### src/rtl/bldc_commutator.sv
// Six-step BLDC commutation controller: Hall synchroniser/filter, ramped duty command,
// stall and invalid-Hall protection, driving three Phase_Driver instances.
module bldc_commutator #(
  parameter int unsigned DUTY_CYCLE_WIDTH   = 10,
  parameter int unsigned HALL_FILTER_CYCLES = 4,
  parameter int unsigned RAMP_DIV           = 64,
  parameter int unsigned RAMP_STEP          = 4,
  parameter int unsigned STALL_TIMEOUT      = 'hFFFFF,
  parameter int unsigned STALL_WIDTH        = 20
) (
  input  logic                        clk,
  input  logic                        rst_n,
  input  logic                        en,
  input  logic                        reverse,
  input  logic                        brake,
  input  logic [DUTY_CYCLE_WIDTH-1:0] duty_cycle_cmd,
  input  logic [2:0]                  hall,
  output logic [DUTY_CYCLE_WIDTH-1:0] duty_a,
  output logic [DUTY_CYCLE_WIDTH-1:0] duty_b,
  output logic [DUTY_CYCLE_WIDTH-1:0] duty_c,
  output logic                        high_z_a,
  output logic                        high_z_b,
  output logic                        high_z_c,
  output logic                        hall_fault,
  output logic                        stall,
  output logic [DUTY_CYCLE_WIDTH-1:0] duty_applied
);
  localparam int unsigned DW         = DUTY_CYCLE_WIDTH;
  localparam int unsigned DivW       = (RAMP_DIV > 1) ? $clog2(RAMP_DIV) : 1;
  localparam int unsigned DivLastInt = RAMP_DIV - 1;
  localparam logic [DivW-1:0]        DivLast  = DivLastInt[DivW-1:0];
  localparam logic [3:0]             FiltN    = HALL_FILTER_CYCLES[3:0];
  localparam logic [DW:0]            StepExt  = RAMP_STEP[DW:0];
  localparam logic [STALL_WIDTH-1:0] StallMax = STALL_TIMEOUT[STALL_WIDTH-1:0];

  typedef enum logic [1:0] {StIdle, StRun, StBrake, StFault} state_e;
  state_e state_q, state_d;

  logic [2:0]             hall_s1_q, hall_s2_q, cand_q, filt_q, filt_d;
  logic [1:0]             fill_q, fill_d;
  logic [3:0]             cnt_q, cnt_d;
  logic                   hall_valid_q, hall_valid_d, accept, code_chg, hall_bad;
  logic                   rev_q, tick;
  logic [DivW-1:0]        div_q, div_d;
  logic [DW-1:0]          duty_applied_q, duty_applied_d;
  logic [DW:0]            app_ext, cmd_ext;
  logic [STALL_WIDTH-1:0] stall_cnt_q, stall_cnt_d;
  logic                   hall_fault_q, hall_fault_d, stall_q, stall_d;
  logic [2:0]             hi, lo, ph_hi, ph_lo, hz_d, hz_q;
  logic [DW-1:0]          da_d, db_d, dc_d, da_q, db_q, dc_q;

  // Filter waits for the synchroniser to fill after reset so stale zeros are never accepted.
  always_comb begin
    fill_d = (fill_q == 2'd2) ? fill_q : fill_q + 2'd1;
    cnt_d  = cnt_q;
    if (fill_q == 2'd2) begin
      if (hall_s2_q != cand_q) cnt_d = 4'd1;
      else if (cnt_q != FiltN) cnt_d = cnt_q + 4'd1;
    end
    accept       = (fill_q == 2'd2) && (cnt_d == FiltN);
    filt_d       = accept ? hall_s2_q : filt_q;
    code_chg     = accept && (hall_s2_q != filt_q);
    hall_valid_d = en && (hall_valid_q || accept);
    hall_bad     = hall_valid_q && ((filt_q == 3'b000) || (filt_q == 3'b111));
  end

  always_comb begin
    app_ext        = {1'b0, duty_applied_q};
    cmd_ext        = {1'b0, duty_cycle_cmd};
    tick           = (state_q == StRun) && (div_q == DivLast);
    div_d          = ((state_q != StRun) || tick) ? '0 : div_q + DivW'(1);
    duty_applied_d = duty_applied_q;
    if (state_q != StRun) begin
      duty_applied_d = '0;
    end else if (reverse != rev_q) begin
      duty_applied_d = '0;
    end else if (tick) begin
      if (cmd_ext > app_ext) begin
        duty_applied_d = ((cmd_ext - app_ext) <= StepExt) ? duty_cycle_cmd
                                                          : duty_applied_q + StepExt[DW-1:0];
      end else if (app_ext > cmd_ext) begin
        duty_applied_d = ((app_ext - cmd_ext) <= StepExt) ? duty_cycle_cmd
                                                          : duty_applied_q - StepExt[DW-1:0];
      end
    end

    stall_cnt_d = '0;
    if ((state_q == StRun) && (duty_applied_q != '0) && !code_chg) begin
      stall_cnt_d = (stall_cnt_q == StallMax) ? stall_cnt_q : stall_cnt_q + STALL_WIDTH'(1);
    end
    hall_fault_d = (state_q != StIdle) && (hall_fault_q || hall_bad);
    stall_d      = (state_q != StIdle) && (stall_q || (stall_cnt_d == StallMax));
  end

  always_comb begin
    state_d = state_q;
    if (!en) begin
      state_d = StIdle;
    end else begin
      case (state_q)
        StIdle:  if (hall_valid_q) state_d = brake ? StBrake : StRun;
        StRun: begin
          if (hall_fault_d || stall_d) state_d = StFault;
          else if (brake)              state_d = StBrake;
        end
        StBrake: begin
          if (hall_fault_d || stall_d) state_d = StFault;
          else if (!brake)             state_d = StRun;
        end
        StFault: state_d = StFault;
        default: state_d = StIdle;
      endcase
    end
  end

  // Phase masks are one-hot {C,B,A}; reverse swaps the driven-high and held-low phases.
  always_comb begin
    case (filt_q)
      3'b101:  begin hi = 3'b001; lo = 3'b010; end
      3'b100:  begin hi = 3'b001; lo = 3'b100; end
      3'b110:  begin hi = 3'b010; lo = 3'b100; end
      3'b010:  begin hi = 3'b010; lo = 3'b001; end
      3'b011:  begin hi = 3'b100; lo = 3'b001; end
      3'b001:  begin hi = 3'b100; lo = 3'b010; end
      default: begin hi = 3'b000; lo = 3'b000; end
    endcase
    ph_hi = rev_q ? lo : hi;
    ph_lo = rev_q ? hi : lo;
    hz_d  = 3'b111;
    da_d  = '0;
    db_d  = '0;
    dc_d  = '0;
    case (state_q)
      StRun: begin
        hz_d = ~(ph_hi | ph_lo);
        da_d = ph_hi[0] ? duty_applied_q : '0;
        db_d = ph_hi[1] ? duty_applied_q : '0;
        dc_d = ph_hi[2] ? duty_applied_q : '0;
      end
      StBrake: hz_d = 3'b000;
      default: hz_d = 3'b111;
    endcase
  end

  always_ff @(posedge clk) begin
    if (!rst_n) begin
      state_q        <= StIdle;
      hall_s1_q      <= '0;
      hall_s2_q      <= '0;
      cand_q         <= '0;
      filt_q         <= '0;
      fill_q         <= '0;
      cnt_q          <= '0;
      hall_valid_q   <= 1'b0;
      rev_q          <= 1'b0;
      div_q          <= '0;
      duty_applied_q <= '0;
      stall_cnt_q    <= '0;
      hall_fault_q   <= 1'b0;
      stall_q        <= 1'b0;
      hz_q           <= 3'b111;
      da_q           <= '0;
      db_q           <= '0;
      dc_q           <= '0;
    end else begin
      state_q        <= state_d;
      hall_s1_q      <= hall;
      hall_s2_q      <= hall_s1_q;
      cand_q         <= hall_s2_q;
      filt_q         <= filt_d;
      fill_q         <= fill_d;
      cnt_q          <= cnt_d;
      hall_valid_q   <= hall_valid_d;
      rev_q          <= reverse;
      div_q          <= div_d;
      duty_applied_q <= duty_applied_d;
      stall_cnt_q    <= stall_cnt_d;
      hall_fault_q   <= hall_fault_d;
      stall_q        <= stall_d;
      hz_q           <= hz_d;
      da_q           <= da_d;
      db_q           <= db_d;
      dc_q           <= dc_d;
    end
  end

  assign duty_a       = da_q;
  assign duty_b       = db_q;
  assign duty_c       = dc_q;
  assign high_z_a     = hz_q[0];
  assign high_z_b     = hz_q[1];
  assign high_z_c     = hz_q[2];
  assign hall_fault   = hall_fault_q;
  assign stall        = stall_q;
  assign duty_applied = duty_applied_q;
endmodule

### config.mk
export PLATFORM = sky130hd
export DESIGN_NAME = bldc_commutator
export DESIGN_NICKNAME = d
export VERILOG_FILES = /design/src/rtl/bldc_commutator.sv
export SDC_FILE = /design/constraint.sdc
export NUM_CORES = 1
export LEC_CHECK = 0
export CORE_MARGIN = 2
export CORE_UTILIZATION = 60
export CTS_BUF_LIST = sky130_fd_sc_hd__clkbuf_8
export DETAILED_ROUTE_END_ITERATION = 6
export PLACE_DENSITY_LB_ADDON = 0.08
export SYNTH_ARGS = -nofsm -noshare
export SYNTH_HDL_FRONTEND = slang
export SYNTH_SLANG_ARGS = --single-unit
### constraint.sdc
create_clock -name clk -period 6.8 [get_ports clk]
set_input_delay 1.36 -clock clk [delete_from_list [all_inputs] [get_ports clk]]
set_output_delay 1.36 -clock clk [all_outputs]
set_load 0.05 [all_outputs]
== Yosys cells after proc, flatten, opt, wreduce, memory -nomap -nowiden ==
Index checks and enable logic that the tools add are counted.

* Bits in registers: 93
* Output and inout bits: 45

* Add/sub/neg operators: 8
* Magnitude comparators: 4
* Eq/ne operators: 23
* Multiplexer cells: 21
* Bitwise operators: 3
* Reductions and logical operators: 35

{| class="wikitable"
|+ Operators by type and width
! kind !! count
|-
| equality test 20 bit (second input constant) || 2
|-
| 2-to-1 mux 10 bit || 4
|-
| 2-to-1 mux 20 bit || 2
|-
| <= comparator 11 x 3 -> 1 bit (second input constant) || 2
|-
| subtractor 10 x 10 -> 11 bit || 2
|-
| adder 20 x 1 -> 20 bit (second input constant) || 1
|-
| > comparator 10 bit || 2
|-
| one-hot mux 3 bit (3 select lines) || 2
|-
| OR reduction 2 bit || 7
|-
| equality test 3 bit (second input constant) || 4
|-
| 2-to-1 mux 2 bit || 6
|-
| 2-to-1 mux 4 bit || 3
|-
| AND reduction 3 bit || 4
|-
| adder 10 x 3 -> 10 bit (second input constant) || 1
|-
| nonzero test 10 bit || 1
|-
| subtractor 10 x 3 -> 10 bit (second input constant) || 1
|-
| logical AND 1 bit || 9
|-
| one-hot mux 2 bit (4 select lines) || 1
|-
| adder 6 x 1 -> 6 bit (second input constant) || 1
|-
| equality test 2 bit (second input constant) || 3
|-
| equality test 3 x 2 -> 1 bit (second input constant) || 2
|-
| equality test 6 bit (second input constant) || 1
|-
| logical OR 1 bit || 6
|-
| 2-to-1 mux 3 bit || 2
|-
| other kinds (22) || 25
|}

== Longest topological paths before layout ==
* Word-level depth: 16
* Gate-level depth with buffers: 12

== Least setup slack after synthesis ==
Ideal clock, no wire load.

* Kind: input-to-reg
* From: input duty_cycle_cmd[4]
* To: register duty_applied_q[0], in the netlist duty_applied[0]
* Data arrival time: 3.571 ns
* Slack: 3.159 ns
* Stages on the path: 12
* Cell sequence: inv_1 -> ha_1 -> buf_6 -> a211oi_2 -> nor2_1 -> o41a_1 -> a2111oi_4 -> nand3_1 -> a2bb2oi_1 -> buf_2 -> or3_1 -> a21oi_1

* Longest elaborated chain between the ends: 5
* Elaborated cells between the ends (all ways): 12
* Classes of those cells: 2 x add/sub; 4 x order compare; 4 x mux; 2 x reduce/logical

{| class="wikitable"
|+ Ends and longest elaborated chain
! what !! RTL line !! text
|-
| from (decl) || 16 || <nowiki>input logic [DUTY_CYCLE_WIDTH-1:0] duty_cycle_cmd,</nowiki>
|-
| subtractor 10 x 10 -> 11 bit || 82 || <nowiki>duty_applied_d = ((app_ext - cmd_ext) <= StepExt) ? duty_cycle_cmd</nowiki>
|-
| <= comparator 11 x 3 -> 1 bit || 82 ||
|-
| 2-to-1 mux 10 bit || 82 ||
|-
| 2-to-1 mux 10 bit || 81 || <nowiki>end else if (app_ext > cmd_ext) begin</nowiki>
|-
| 2-to-1 mux 10 bit || 78 || <nowiki>if (cmd_ext > app_ext) begin</nowiki>
|-
| to (signal assigned) || 176 || <nowiki>duty_applied_q <= duty_applied_d;</nowiki>
|-
| to (decl) || 45 || <nowiki>logic [DW-1:0] duty_applied_q, duty_applied_d;</nowiki>
|}

Several ways; a longest one is shown, not always the timed one. The select of a mux whose other input is x is not followed.
A chain may end at the register's enable or synchronous reset.

== Final worst setup path ==
* From: input duty_cycle_cmd[6]
* To: register duty_applied_q[2], in the netlist duty_applied[2]

The elaborated chain is that of the path after synthesis.

==> impl_metrics.sql <==
INSERT INTO impl_metrics (metric_group, metric, value, unit) VALUES
('critical_path', 'critPathBufInv', '2', ''),
('cts', 'ctsResizeCount', '0', ''),
('cts', 'clock_latency', '370', 'ps'),
('power', 'ir_worst_vdd', '123.2', 'uV'),
('sta', 'setup_ws', '2464', 'ps'),
('yosys', 'ys_seq_elements', '93', ''),
('global_route', 'global_route.usage.met3', '0.06827', ''),
('placed_design', 'place_congestion', '0.9440', ''),
('global_route', 'grt_usage', '0.2881', ''),
('critical_path', 'cp_common_cell', 'sky130_fd_sc_hd__or3_1', ''),
('placed_design', 'hpwl', '9501', 'um'),
('global_route', 'global_route_wire_length_before_repair', '20880', 'um'),
('critical_path', 'worstSetupStartpointType', 'input pin', ''),
('yosys', 'mappedNetlistArea', '0.005132', 'mm^2'),
('yosys', 'yosys_warnings', '0', ''),
('cells_and_area', 'multi_input_comb_area', '0.003028', 'mm^2'),
('yosys', 'primary_ff_master_synth', 'sky130_fd_sc_hd__dfxtp_1', ''),
('route', 'detailedRoute.firstPassIterationCount', '7', ''),
('yosys', 'top_area_cells_in_the_synthesized_netlist', 'sky130_fd_sc_hd__dfxtp_1, sky130_fd_sc_hd__ha_1, sky130_fd_sc_hd__nor3_1', ''),
('route', 'vias_per_cell', '6.085', ''),
('cts', 'cts.hold.buffers_added', '0', ''),
('die', 'die_width', '96.49', 'um'),
('sta', 'post-route-period-util', '0.6376', ''),
('critical_path', 'worst_path_max_delay_cell', 'sky130_fd_sc_hd__clkdlybuf4s50_1', ''),
('cells_and_area', 'antenna_cells', '0', ''),
('cts', 'cts.reportedPaths.clkPinSlew', '110', 'ps'),
('global_route', 'grt_util_met1', '0.4004', ''),
('yosys', 'synth_async_sr_flop_share', '0', ''),
('yosys', 'synth.lib_cells_used.distinct', '64', ''),
('sta', 'timing_worst_slew_pin_value', '1094', 'ps'),
('critical_path', 'timing.critical_path.slowest_cell_delay', '480', 'ps'),
('job', 'max_cap_violations', '0', ''),
('critical_path', 'path_delay_family', 'compound AO/OA/AOI/OAI gates', ''),
('cells_and_area', 'finish.net_count', '724', ''),
('route', 'final_antenna_net_count', '0', ''),
('placed_design', 'dp_worst_setup_slack', '2218', 'ps'),
('power', 'total_leakage_power', '2.167', 'nW'),
('cells_and_area', 'post_route_cells_drive_above_1_share', '0.04124', ''),
('yosys', 'syn-mean-instance-area', '8.251', 'um^2'),
('placed_design', 'portBuffers', '62', ''),
('global_route', 'largest_net_degree_at_the_start_of_global_routing', '33', ''),
('sta', 'timing.clock.skew', '12.68', 'ps'),
('critical_path', 'worst-endpoint-required', '7090', 'ps'),
('sta', 'hold_viol', '0', ''),
('die', 'coreArea', '0.008258', 'mm^2'),
('yosys', 'synth_area_leader_cell', 'sky130_fd_sc_hd__dfxtp_1', ''),
('worst_hold_path', 'min-delay-path-class', 'reg -> reg', ''),
('cells_and_area', 'fin_area', '0.005991', 'mm^2'),
('placed_design', 'dpl_cell_area', '0.005792', 'mm^2'),
('cts', 'clock_tree_from_tritoncts', 'yes', ''),
('sta', 'setup-tns-final', '0', 'ps'),
('route', 'drt-initial-drc-count', '407', ''),
('critical_path', 'worstPathCellList', 'clkdlybuf4s50_1 -> inv_1 -> ha_1 -> a21oi_2 -> o22ai_1 -> a211o_1 -> or3_1 -> nor4_1 -> a2bb2oi_1 -> or3_1 -> a31oi_1', ''),
('route', 'dr_total_vias', '4771', ''),
('route', 'wl_per_cell', '16.81', 'um'),
('sta', 'worst_hold_slack', '446.9', 'ps'),
('global_route', 'via_count_of_the_first_global_routing_pass', '4295', ''),
('cts', 'post-cts-setup-buffer-count', '0', ''),
('cts', 'clk_path_buf_depth', '2', ''),
('critical_path', 'timing.critical_path.to_type', 'flop', ''),
('cts', 'cts.root.buffer_cell', 'sky130_fd_sc_hd__clkbuf_8', ''),
('sta', 'max_freq', '230.6', 'MHz'),
('cells_and_area', 'seqCellArea', '0.001862', 'mm^2'),
('sta', 'grt_setup_unrepaired', 'no', ''),
('status', 'run_status', 'completed', ''),
('power', 'post_route_total_power', '1.043', 'mW'),
('cells_and_area', 'stdcell_count', '784', ''),
('placed_design', 'placed_cells_incl_taps', '768', ''),
('global_route', 'global_route.peak_usage_layer', 'met2', ''),
('yosys', 'yosysSeqAreaShare', '0.3627', ''),
('route', 'detail_route.drc_violations', '0', '');
==> cells by family after synthesis <==
family | share of synthesized area
adders and majority gates | 0.07801
muxes | 0.02072
DFF | 0.3628
buffers and inverters | 0.04730
xor gates and xnor gates | 0.05973
and+or+nand+nor | 0.2526
AOI/OAI and AO/OA | 0.1789
==> worst paths after layout <==
check	from	endpoint	slack (ps)	depth (start not counted)
worst max-delay path	duty_cycle_cmd[6]	duty_applied[2]	2460	11
worst min-delay path	hall_s1_q[2]	hall_s2_q[2]	450	1
worst max register to register	duty_applied[4]	duty_applied[2]	3520	10
worst min register to register	hall_s1_q[2]	hall_s2_q[2]	450	1
==> final cells by class <==
type,instances,share of cell area
multi-input cells,469,0.5054
flip-flops and latches,93,0.3108
clock buffers,9,0.02068
clock inverters,7,0.01253
well taps,105,0.02193
repair buffers,63,0.1048
inverters,38,0.02381
==> layout by cell type, fill, tap and decap left out, types with 6 or more instances in the layout <==
cell type                         netlist  final
sky130_fd_sc_hd__o21a_1                 7      7
sky130_fd_sc_hd__and2_1                17     17
sky130_fd_sc_hd__nor3_1                52     52
sky130_fd_sc_hd__nand3_1               27     27
sky130_fd_sc_hd__nor4_1                 6      6
sky130_fd_sc_hd__nor2_1                57     57
sky130_fd_sc_hd__clkdlybuf4s50_1        0     62
sky130_fd_sc_hd__a211oi_1               6      6
sky130_fd_sc_hd__o21ai_0               29     29
sky130_fd_sc_hd__a31oi_1               10     10
sky130_fd_sc_hd__xnor2_1               24     24
sky130_fd_sc_hd__nand2_1               39     39
sky130_fd_sc_hd__dfxtp_1               93     93
sky130_fd_sc_hd__and3_1                 9      9
sky130_fd_sc_hd__xor2_1                11     11
sky130_fd_sc_hd__nand3b_1               6      6
sky130_fd_sc_hd__o31ai_1                7      7
sky130_fd_sc_hd__ha_1                  32     32
sky130_fd_sc_hd__inv_1                 35     35
sky130_fd_sc_hd__nand4_1                6      6
sky130_fd_sc_hd__a21oi_1               37     37
sky130_fd_sc_hd__nor2b_1               11     11
sky130_fd_sc_hd__clkbuf_8               0      9
sky130_fd_sc_hd__or3_1                  6      6
==> power by group <==
group	switching, mW	internal (mW)
Combinational	0.0594	0.0469
Sequential	0.00734	0.554
Clock	0.230	0.146
==> metal layers <==
metal | share of wire | vias to the layer above
li1 | - | 2318
met1 | 0.45 | 2203
met2 | 0.44 | 217
met3 | 0.088 | 33
met4 | 0.023 | 0
met5 | 0 | -
==> registers in the layout, indices dropped and copies added, names as in the netlist, 2 cells and up <==
signal and flops:
stall_cnt_q 20, duty_a 10, duty_applied 10, duty_b 10, duty_c 10, div_q 6, cnt_q 4, cand_q 3
filt_q 3, hall_s1_q 3, hall_s2_q 3, hz_q 3, fill_q 2, state_q 2
(Power assumes the default switching activity.)
